**config.mk**
```make
export PLATFORM = sky130hd
export DESIGN_NAME = reset_ctrl
export DESIGN_NICKNAME = d
export VERILOG_FILES = /design/src/rtl/reset_ctrl.sv
export SDC_FILE = /design/constraint.sdc
export NUM_CORES = 1
export LEC_CHECK = 0
export BUFFER_PORTS_ARGS = -buffer_cell sky130_fd_sc_hd__buf_4
export CORE_MARGIN = 3
export CORE_UTILIZATION = 28
export DETAILED_ROUTE_END_ITERATION = 8
export SYNTH_ARGS = -nofsm -noshare
export SYNTH_HDL_FRONTEND = slang
export SYNTH_SLANG_ARGS = --single-unit
```
**constraint.sdc**
```tcl
create_clock -name clk -period 3.1 [get_ports clk]
set_input_delay 0.62 -clock clk [delete_from_list [all_inputs] [get_ports clk]]
set_output_delay 0.62 -clock clk [all_outputs]
set_load 0.1 [all_outputs]
```
**src/rtl/reset_ctrl.sv**
```systemverilog
// Reset sequencer: synchronizes async_reset_n deassertion, holds a synchronous reset
// for HOLD_CYCLES, then runs. Also provides a retriggerable software reset pulse and clock gating.
module reset_ctrl #(
    parameter int SYNC_STAGES  = 2,
    parameter int HOLD_CYCLES  = 8,
    parameter int PULSE_CYCLES = 4
) (
    input  logic       clk,
    input  logic       async_reset_n,
    input  logic       i_sw_reset,
    input  logic       i_clk_en,
    output logic       o_rst_n,
    output logic       o_sync_reset,
    output logic       o_clk_enable,
    output logic       o_ready,
    output logic [1:0] o_state
);

    // state  | meaning
    // RESET  | async reset asserted or synchronizer still filling
    // HOLD   | o_rst_n released, sync reset held for HOLD_CYCLES
    // RUN    | downstream out of reset, clock gate follows i_clk_en
    // SWRST  | software reset pulse, retriggered by i_sw_reset
    typedef enum logic [1:0] {
        ST_RESET = 2'd0,
        ST_HOLD  = 2'd1,
        ST_RUN   = 2'd2,
        ST_SWRST = 2'd3
    } state_t;

    localparam int CNT_MAX = (HOLD_CYCLES > PULSE_CYCLES) ? HOLD_CYCLES : PULSE_CYCLES;
    localparam int CW      = $clog2(CNT_MAX + 1);

    localparam logic [CW-1:0] HOLD_LAST  = CW'(HOLD_CYCLES - 1);
    localparam logic [CW-1:0] PULSE_LAST = CW'(PULSE_CYCLES - 1);
    localparam logic [CW-1:0] CNT_SAT    = CW'(CNT_MAX);

    logic [SYNC_STAGES-1:0] sync_q;
    logic                   sync_done;
    state_t                 state_q, state_d;
    logic [CW-1:0]          cnt_q, cnt_d, cnt_inc;
    logic                   clk_en_q, clk_en_d;

    always_ff @(posedge clk or negedge async_reset_n) begin
        if (!async_reset_n) begin
            sync_q <= '0;
        end else begin
            sync_q <= {sync_q[SYNC_STAGES-2:0], 1'b1};
        end
    end

    assign sync_done = sync_q[SYNC_STAGES-1];

    always_ff @(posedge clk or negedge async_reset_n) begin
        if (!async_reset_n) begin
            state_q  <= ST_RESET;
            cnt_q    <= '0;
            clk_en_q <= 1'b0;
        end else begin
            state_q  <= state_d;
            cnt_q    <= cnt_d;
            clk_en_q <= clk_en_d;
        end
    end

    // Saturating so the counter can never wrap, even for an out-of-range state.
    assign cnt_inc = (cnt_q == CNT_SAT) ? cnt_q : cnt_q + 1'b1;

    always_comb begin
        state_d = state_q;
        cnt_d   = cnt_q;
        unique case (state_q)
            ST_RESET: begin
                if (sync_done) begin
                    state_d = ST_HOLD;
                    cnt_d   = '0;
                end
            end
            ST_HOLD: begin
                if (cnt_q == HOLD_LAST) begin
                    state_d = ST_RUN;
                end else begin
                    cnt_d = cnt_inc;
                end
            end
            ST_RUN: begin
                if (i_sw_reset) begin
                    state_d = ST_SWRST;
                    cnt_d   = '0;
                end
            end
            ST_SWRST: begin
                if (i_sw_reset) begin
                    cnt_d = '0;
                end else if (cnt_q == PULSE_LAST) begin
                    state_d = ST_RUN;
                end else begin
                    cnt_d = cnt_inc;
                end
            end
            default: begin
                state_d = ST_RESET;
                cnt_d   = '0;
            end
        endcase
    end

    // Gate enable is registered against the next state so it lines up with o_state.
    always_comb begin
        clk_en_d = 1'b0;
        unique case (state_d)
            ST_RUN:            clk_en_d = i_clk_en;
            ST_HOLD, ST_SWRST: clk_en_d = 1'b1;
            default:           clk_en_d = 1'b0;
        endcase
    end

    always_comb begin
        o_rst_n      = 1'b0;
        o_sync_reset = 1'b1;
        o_ready      = 1'b0;
        unique case (state_q)
            ST_HOLD: begin
                o_rst_n = 1'b1;
            end
            ST_RUN: begin
                o_rst_n      = 1'b1;
                o_sync_reset = 1'b0;
                o_ready      = 1'b1;
            end
            ST_SWRST: begin
                o_rst_n = 1'b1;
            end
            default: begin
                o_rst_n      = 1'b0;
                o_sync_reset = 1'b1;
                o_ready      = 1'b0;
            end
        endcase
    end

    assign o_clk_enable = clk_en_q;
    assign o_state      = state_q;

endmodule
```
==> flow_summary_export.csv, run 1 <==
group,metric,value,unit
min_path,hold_path_class,"primary input to asynchronous set/reset pin",
critical_path,path_delay_family,"flip-flops",
cells_and_area,seqCellArea,225,sq um
critical_path,slowest_stage,"dfrtp_1",
global_routing,grt_max_degree,11,
timing,fin_crit_sh,0.623,
clock_network,clkLatencyLatePin,260,ps
cells_and_area,n_antenna_cell,0,
timing,finalHoldViolCount,0,
floorplan,core.rowCount,14,
cells_and_area,layout-drive-gt1-share,0.349,
run_status,status,"finished, final reports clean",
critical_path,worstPathArrival,1310,ps
global_routing,grt_pass1_wl,1.61,mm
place,placed_cells,83,
cells_and_area,n_fill_cell,165,
place,io_buffer_count,9,
timing,fmax,518,MHz
detailed_routing,drtIter0Drc,7,
critical_path,critPathKind,"register to output pin",
detailed_routing,ant_nets,0,
critical_path,crit_required,2480,ps
global_routing,antenna_found_initial,0,
global_routing,grt.total_usage,0.100,
critical_path,end_kind,"output pin",
clock_network,cts-htree-levels,1,
detailed_routing,vias,395,
global_routing,grt_pass1_vias,355,
timing,rsz0062_at_grt,"false",
timing,report.final.slew_viol_count,0,
logic_synthesis,synth_nets,56,
floorplan,die_h,48.3,microns
timing,setup_viol_count_final,0,
place,dp_hpwl,716,microns
timing,fin_crit,1930,ps
detailed_routing,post_drt_wl_per_cell,10.9,microns
timing,skew,1.12,ps
logic_synthesis,synthFlopType,"dfrtp_1",
floorplan,dieArea,2330,sq um
timing,fin_tns_setup,0,ps
clock_network,cts_made_buffers,3,
floorplan,die_x,48.3,microns
cells_and_area,mostFrequentLayoutCells,"dfrtp_1 (9), buf_4 (9), inv_1 (5), o21ai_0 (5), clkbuf_4 (3)",
detailed_routing,wl,948,microns
clock_network,cts_root_buffer,"clkbuf_4",
logic_synthesis,syn_area_per_cell,10.0,sq um
clock_network,ctsResizeCount,0,
clock_network,clk_path_buf_depth,2,
floorplan,start_util,0.314,
critical_path,path_cells,"or2_2 > buf_4",
clock_network,holdBufCountCts,0,
logic_synthesis,synth_seq_cells,9,
detailed_routing,drcViolationCount,0,
critical_path,path_buf_inv,1,
logic_synthesis,synth_area,500,sq um
run,maxCapViolCount,0,
global_routing,grt-ovfl-total,0,
cells_and_area,final_cells,87,
floorplan,num_io_pins,10,
detailed_routing,dr.pass1.iters,5,
clock_network,tritoncts,"yes",
logic_synthesis,synth.distinct_cells,27,
logic_synthesis,synth-edff-count,0,
logic_synthesis,synth_warnings,0,
logic_synthesis,synth_cells,50,
clock_network,path_clk_slew,70,ps
place,gp_congestion,0.753,
logic_synthesis,ys_seq_area_frac,0.450,
critical_path,slowest_delay,470,ps
cells_and_area,nets,70,
critical_path,cp_max_fo,10,
clock_network,clock-sinks,9,
critical_path,r2r_cells,5,
logic_synthesis,async_flop_share,1.00,
clock_network,post_cts_buffers,0,
floorplan,coreArea,1590,sq um
critical_path,crit_cells,2,
cells_and_area,multiInputGateArea,255,sq um
critical_path,start_kind,"register",
detailed_routing,routed_via_density,4.54,
cells_and_area,area_delta_synth_final,26.2,%
## routing by layer
metal | global-route usage | part of all wire | vias to the layer above
met2 | 0.151 | 0.44 | 10
met3 | 0.0554 | 0.054 | 0
met4 | 0 | 0 | 0
li1 | - | - | 202
met5 | 0 | 0 | -
met1 | 0.135 | 0.51 | 183
## stage by stage
stage	worst slack (ps)	hold WS, ps	utilization	instance area [sq um]
global route	1060	154	0.396	632
CTS	1150	164	0.396	632
finish	1170	172	0.396	632
global placement	1450	332	0.379	604
floorplan	205	324	-	507
detailed placement	1430	336	0.379	604
## kinds of logic (layout without fill, tap and decap cells)
family / Yosys count / in the layout / synth area share
fa+ha+maj: 2 / 2 / 0.0500
buf+inv: 6 / 19 / 0.0450
compound gates: 14 / 14 / 0.210
other cells: 1 / 1 / 0.00749
simple gates: 18 / 18 / 0.238
flops: 9 / 9 / 0.450
## area by class of cell
| class | instances | share of cell area |
|---|---|---|
| inverter | 6 | 0.0416 |
| multi-input combinational | 35 | 0.404 |
| clock buffer | 3 | 0.0356 |
| timing repair buffer | 9 | 0.107 |
| clock inverter | 1 | 0.00792 |
| sequential | 9 | 0.356 |
| tap | 24 | 0.0475 |
## final timing paths
path,to,slack [ps],startpoint
worst max-delay path,o_rst_n,1170,o_state[1]
worst min register to register,sync_q[1],350,sync_q[0]
max in group asynchronous,o_clk_enable,2790,async_reset_n
worst max register to register,cnt_q[3],1400,cnt_q[0]
min in group clk,sync_q[1],350,sync_q[0]
worst min-delay path,cnt_q[1],170,async_reset_n
## cell usage after synthesis (all sizes together), types with 2 or more instances
master | instances | area, sq um
dfrtp | 9 | 225
o21ai | 7 | 35.0
nand2 | 2 | 7.51
nor2 | 2 | 7.51
inv | 6 | 22.5
nand3 | 2 | 10.0
o21ba | 2 | 20.0
ha | 2 | 25.0
## flip-flops by register name (all words and copies together) (netlist names)
name          count
o_clk_enable      1
o_state           2
sync_q            2
cnt_q             4
Power of run 1 is left out: the tool's default activity adds up to more than one toggle a clock period on the data nets, which glitch-free logic cannot reach.
==> run 2: changes to the inputs <==
==> constraint.sdc (replaced) <==
create_clock -name clk -period 1.6 [get_ports clk]
set_input_delay 0.32 -clock clk [delete_from_list [all_inputs] [get_ports clk]]
set_output_delay 0.32 -clock clk [all_outputs]
set_load 0.1 [all_outputs]
==> flow_summary_export.csv, run 2 (synthesis results as in run 1) <==
group,metric,value,unit
cells_and_area,area_delta_synth_final,49.8,%
timing,fin_crit_sh,0.967,
critical_path,worstPathArrival,1230,ps
critical_path,critPathKind,"register to output pin",
detailed_routing,wl,1.22,mm
timing,finalWorstSetupSlack,52.6,ps
min_path,worstHoldPathCells,0,
run_status,status,"finished, final reports clean",
global_routing,grt_pass1_vias,467,
critical_path,r2r_cells,5,
cells_and_area,final_cells,95,
floorplan,core.rowCount,14,
timing,report.final.slew_viol_count,0,
cells_and_area,mostFrequentLayoutCells,"buf_4 (14), dfrtp_1 (7), inv_1 (4), o21ai_0 (4)",
floorplan,num_io_pins,10,
min_path,hold_path_class,"register to register",
clock_network,clock-sinks,9,
floorplan,die_h,48.3,microns
clock_network,clkLatencyLatePin,260,ps
cells_and_area,n_fill_cell,166,
clock_network,cts_root_buffer,"clkbuf_4",
place,dpl_cell_area,651,sq um
detailed_routing,routed_via_density,4.85,
cells_and_area,final_common_cell,"buf_4",
detailed_routing,post_drt_wl_per_cell,12.8,microns
min_path,min_from,"sync_q[0]",
timing,finalHoldViolCount,0,
run,maxCapViolCount,0,
place,placed_cells,86,
place,dp_slack,-1.30,ps
critical_path,r2r_start,"o_state[1]",
min_path,holdPathEnd,"sync_q[1]",
floorplan,die_x,48.3,microns
detailed_routing,dr.pass1.iters,4,
floorplan,dieArea,2330,sq um
floorplan,start_util,0.314,
clock_network,path_clk_slew,60,ps
cells_and_area,layout-drive-gt1-share,0.479,
detailed_routing,vias,461,
timing,skew,11.0,ps
cells_and_area,n_antenna_cell,0,
critical_path,ff2ff_setup_slack,60,ps
global_routing,grt-ovfl-total,0,
place,gp_congestion,0.752,
clock_network,cts_made_buffers,3,
critical_path,cp_max_fo,3,
cells_and_area,top_register,"cnt_q",
critical_path,r2r-end,"cnt_q[1]",
timing,fin_crit,1550,ps
cells_and_area,stdcell_area,749,sq um
clock_network,cts-htree-levels,1,
detailed_routing,ant_nets,0,
timing,fmax,646,MHz
place,dp_hpwl,821,microns
critical_path,start_kind,"register",
detailed_routing,drtIter0Drc,8,
global_routing,grt.total_usage,0.125,
global_routing,antenna_found_initial,0,
floorplan,coreArea,1590,sq um
global_routing,grt_pass1_wl,1.97,mm
clock_network,tritoncts,"yes",
global_routing,grt_max_degree,10,
clock_network,clk_path_buf_depth,2,
timing,setup_viol_count_final,0,
place,io_buffer_count,9,
timing,rsz0062_at_grt,"true",
critical_path,end_kind,"output pin",
cells_and_area,largest_register_ffs,4,
critical_path,crit_required,1280,ps
cells_and_area,nets,78,
detailed_routing,drcViolationCount,0,
-- run 2: critical path, cell delays in order, from the launching register on --
cell and delay (ps):
dfrtp_4 480, buf_4 160, nand2_8 60, buf_4 280
-- run 2: worst max-delay path by stage --
stage,start,end,slack [ps],depth (start not counted)
after floorplan,o_state[0],o_ready,-90,3
after global placement,cnt_q[1],cnt_q[3],4,5
after detailed placement,cnt_q[0],cnt_q[3],-1,5
after CTS,o_state[0],o_rst_n,-20,2
after global routing,cnt_q[1],cnt_q[0],-9,6
final,o_state[1],o_sync_reset,50,3
-- run 2: area by class of cell --
cell class	count	area, sq um	area share
flip-flops and latches	9	233	0.311
well taps	24	30.0	0.0401
inverters	6	28.8	0.0384
repair buffers	17	146	0.195
clock buffers	4	26.3	0.0351
multi-input cells	35	285	0.381
-- run 2: layer usage --
| metal | GRT usage | share of wire | vias to the layer above |
|---|---|---|---|
| met2 | 0.198 | 0.47 | 13 |
| met5 | 0 | 0 | - |
| met3 | 0.0332 | 0.034 | 4 |
| met1 | 0.153 | 0.48 | 225 |
| met4 | 0.0699 | 0.020 | 0 |
| li1 | - | - | 219 |
-- run 2: timing repair --
action / in CTS / in global routing
setup endpoints to repair: 3 / 6
pin swaps: 0 / 3
cloned: 0 / 0
gates resized for setup: 2 / 7
buffers inserted: 2 / 2
endpoints found under the hold margin: 9 / 0
hold buffers: 1 / 0
-- run 2: stage by stage --
stage	util	TNS (ps)	hold slack, ps
2_1_floorplan	-	-123	24.4
3_3_place_gp	0.408	0	153
6_report	0.470	0	350
5_1_grt	0.470	-10.7	380
4_1_cts	0.444	-19.1	351
3_5_place_dp	0.408	-1.30	154
Power of run 2 is left out for the same reason.
==> run 3: changes to the inputs <==
--- a/config.mk
+++ b/config.mk
@@ -5,10 +5,10 @@
 export SDC_FILE = /design/constraint.sdc
 export NUM_CORES = 1
 export LEC_CHECK = 0
-export BUFFER_PORTS_ARGS = -buffer_cell sky130_fd_sc_hd__buf_4
 export CORE_MARGIN = 3
 export CORE_UTILIZATION = 28
 export DETAILED_ROUTE_END_ITERATION = 8
+export DONT_BUFFER_PORTS = 1
 export SYNTH_ARGS = -nofsm -noshare
 export SYNTH_HDL_FRONTEND = slang
 export SYNTH_SLANG_ARGS = --single-unit
==> flow_summary_export.csv, run 3 (synthesis results as in run 1) <==
group,metric,value,unit
floorplan,num_io_pins,10,
min_path,hold_path_class,"primary input to register",
floorplan,dieArea,2330,sq um
critical_path,worstPathArrival,1220,ps
detailed_routing,wl,1.12,mm
detailed_routing,drcViolationCount,0,
critical_path,slowest_stage,"dfrtp_4",
clock_network,cts_root_buffer,"clkbuf_4",
critical_path,worstSetupStartpoint,"o_state[1]",
timing,rsz0062_at_grt,"false",
cells_and_area,n_antenna_cell,0,
timing,fin_crit_sh,0.965,
clock_network,cts_made_buffers,3,
run_status,status,"finished, final reports clean",
cells_and_area,stdcell_area,742,sq um
timing,fin_crit,1540,ps
cells_and_area,n_fill_cell,167,
critical_path,crit_required,1280,ps
timing,report.final.slew_viol_count,0,
critical_path,path_buf_inv,3,
cells_and_area,largest_register_ffs,4,
global_routing,grt.total_usage,0.106,
critical_path,slowest_delay,500,ps
timing,skew,2.47,ps
place,gp_congestion,0.821,
critical_path,path_cells,"buf_4 > nand2_8 > clkinvlp_4 > buf_12",
critical_path,cp-endpoint,"o_ready",
cells_and_area,mostFrequentLayoutCells,"buf_4 (11), dfrtp_1 (7), inv_1 (4), o21ai_0 (4)",
floorplan,die_x,48.3,microns
cells_and_area,nets,76,
clock_network,clock-sinks,9,
critical_path,ff2ff_setup_slack,90,ps
clock_network,cts-htree-levels,1,
global_routing,grt_pass1_wl,1.68,mm
cells_and_area,finish.utilization,0.465,
global_routing,grt_pass1_vias,395,
clock_network,clkLatencyLatePin,260,ps
global_routing,grt-ovfl-total,0,
cells_and_area,layout-drive-gt1-share,0.464,
detailed_routing,dr.pass1.iters,4,
timing,finalHoldViolCount,0,
critical_path,path_delay_family,"flip-flops",
timing,finalWorstSetupSlack,56.4,ps
global_routing,grt_max_degree,10,
critical_path,cp_max_fo,5,
clock_network,clk_path_buf_depth,2,
clock_network,path_clk_slew,70,ps
critical_path,end_kind,"output pin",
detailed_routing,routed_via_density,4.75,
detailed_routing,dr_wl_met2,518,microns
floorplan,coreArea,1590,sq um
timing,setup_viol_count_final,0,
floorplan,start_util,0.314,
place,io_buffer_count,0,
cells_and_area,top_register,"cnt_q",
detailed_routing,vias,442,
detailed_routing,post_drt_wl_per_cell,12.1,microns
detailed_routing,wl_met3,52,microns
floorplan,die_h,48.3,microns
global_routing,antenna_found_initial,0,
detailed_routing,drt-met1-wl,553,microns
place,dp_slack,8.07,ps
critical_path,crit_cells,4,
floorplan,core.rowCount,14,
critical_path,r2r_start,"o_state[1]",
cells_and_area,final_common_cell,"buf_4",
detailed_routing,ant_nets,0,
critical_path,r2r_cells,4,
detailed_routing,drtIter0Drc,4,
cells_and_area,area_delta_synth_final,48.3,%
critical_path,start_kind,"register",
timing,holdWs,298,ps
place,dpl_cell_area,661,sq um
clock_network,tritoncts,"yes",
critical_path,critPathKind,"register to output pin",
place,dp_hpwl,819,microns
timing,fmax,648,MHz
detailed_routing,top_layer,"met3",
critical_path,r2r-end,"cnt_q[3]",
run,maxCapViolCount,0,
## run 3: routing by layer
metal  global-route usage  up-vias
li1                     -      215
met1                0.125      218
met2                0.169        9
met3               0.0480        0
met4               0.0376        0
met5                    0        -
## run 3: worst min path at each step
stage,startpoint,endpoint,cells after the start
5_1_grt,i_clk_en,o_clk_enable,2
4_1_cts,i_clk_en,o_clk_enable,2
3_5_place_dp,async_reset_n,cnt_q[1],0
6_report,i_clk_en,o_clk_enable,2
3_3_place_gp,async_reset_n,cnt_q[1],0
2_1_floorplan,async_reset_n,cnt_q[0],0
## run 3: per-stage QoR
stage                     instances  TNS, ps
after CTS                        93        0
after floorplan                  50     -123
after detailed placement         84        0
after global routing             93        0
after global placement           84        0
final                            93        0
## run 3: repair_timing
action	in CTS	in global routing
endpoints found under the setup margin	2	5
pin swaps	0	3
endpoints found under the hold margin	9	0
resized for setup	2	3
hold buffers	1	0
buffers inserted	4	0
## run 3: area by class of cell
type,instances,area (sq um),area share
Clock inverter,1,5.00,0.00675
Multi-Input combinational cell,35,279,0.376
Inverter,6,28.8,0.0388
Clock buffer,3,22.5,0.0304
Timing Repair Buffer,15,144,0.194
Tap cell,24,30.0,0.0405
Sequential cell,9,233,0.314
Power of run 3 is left out for the same reason.
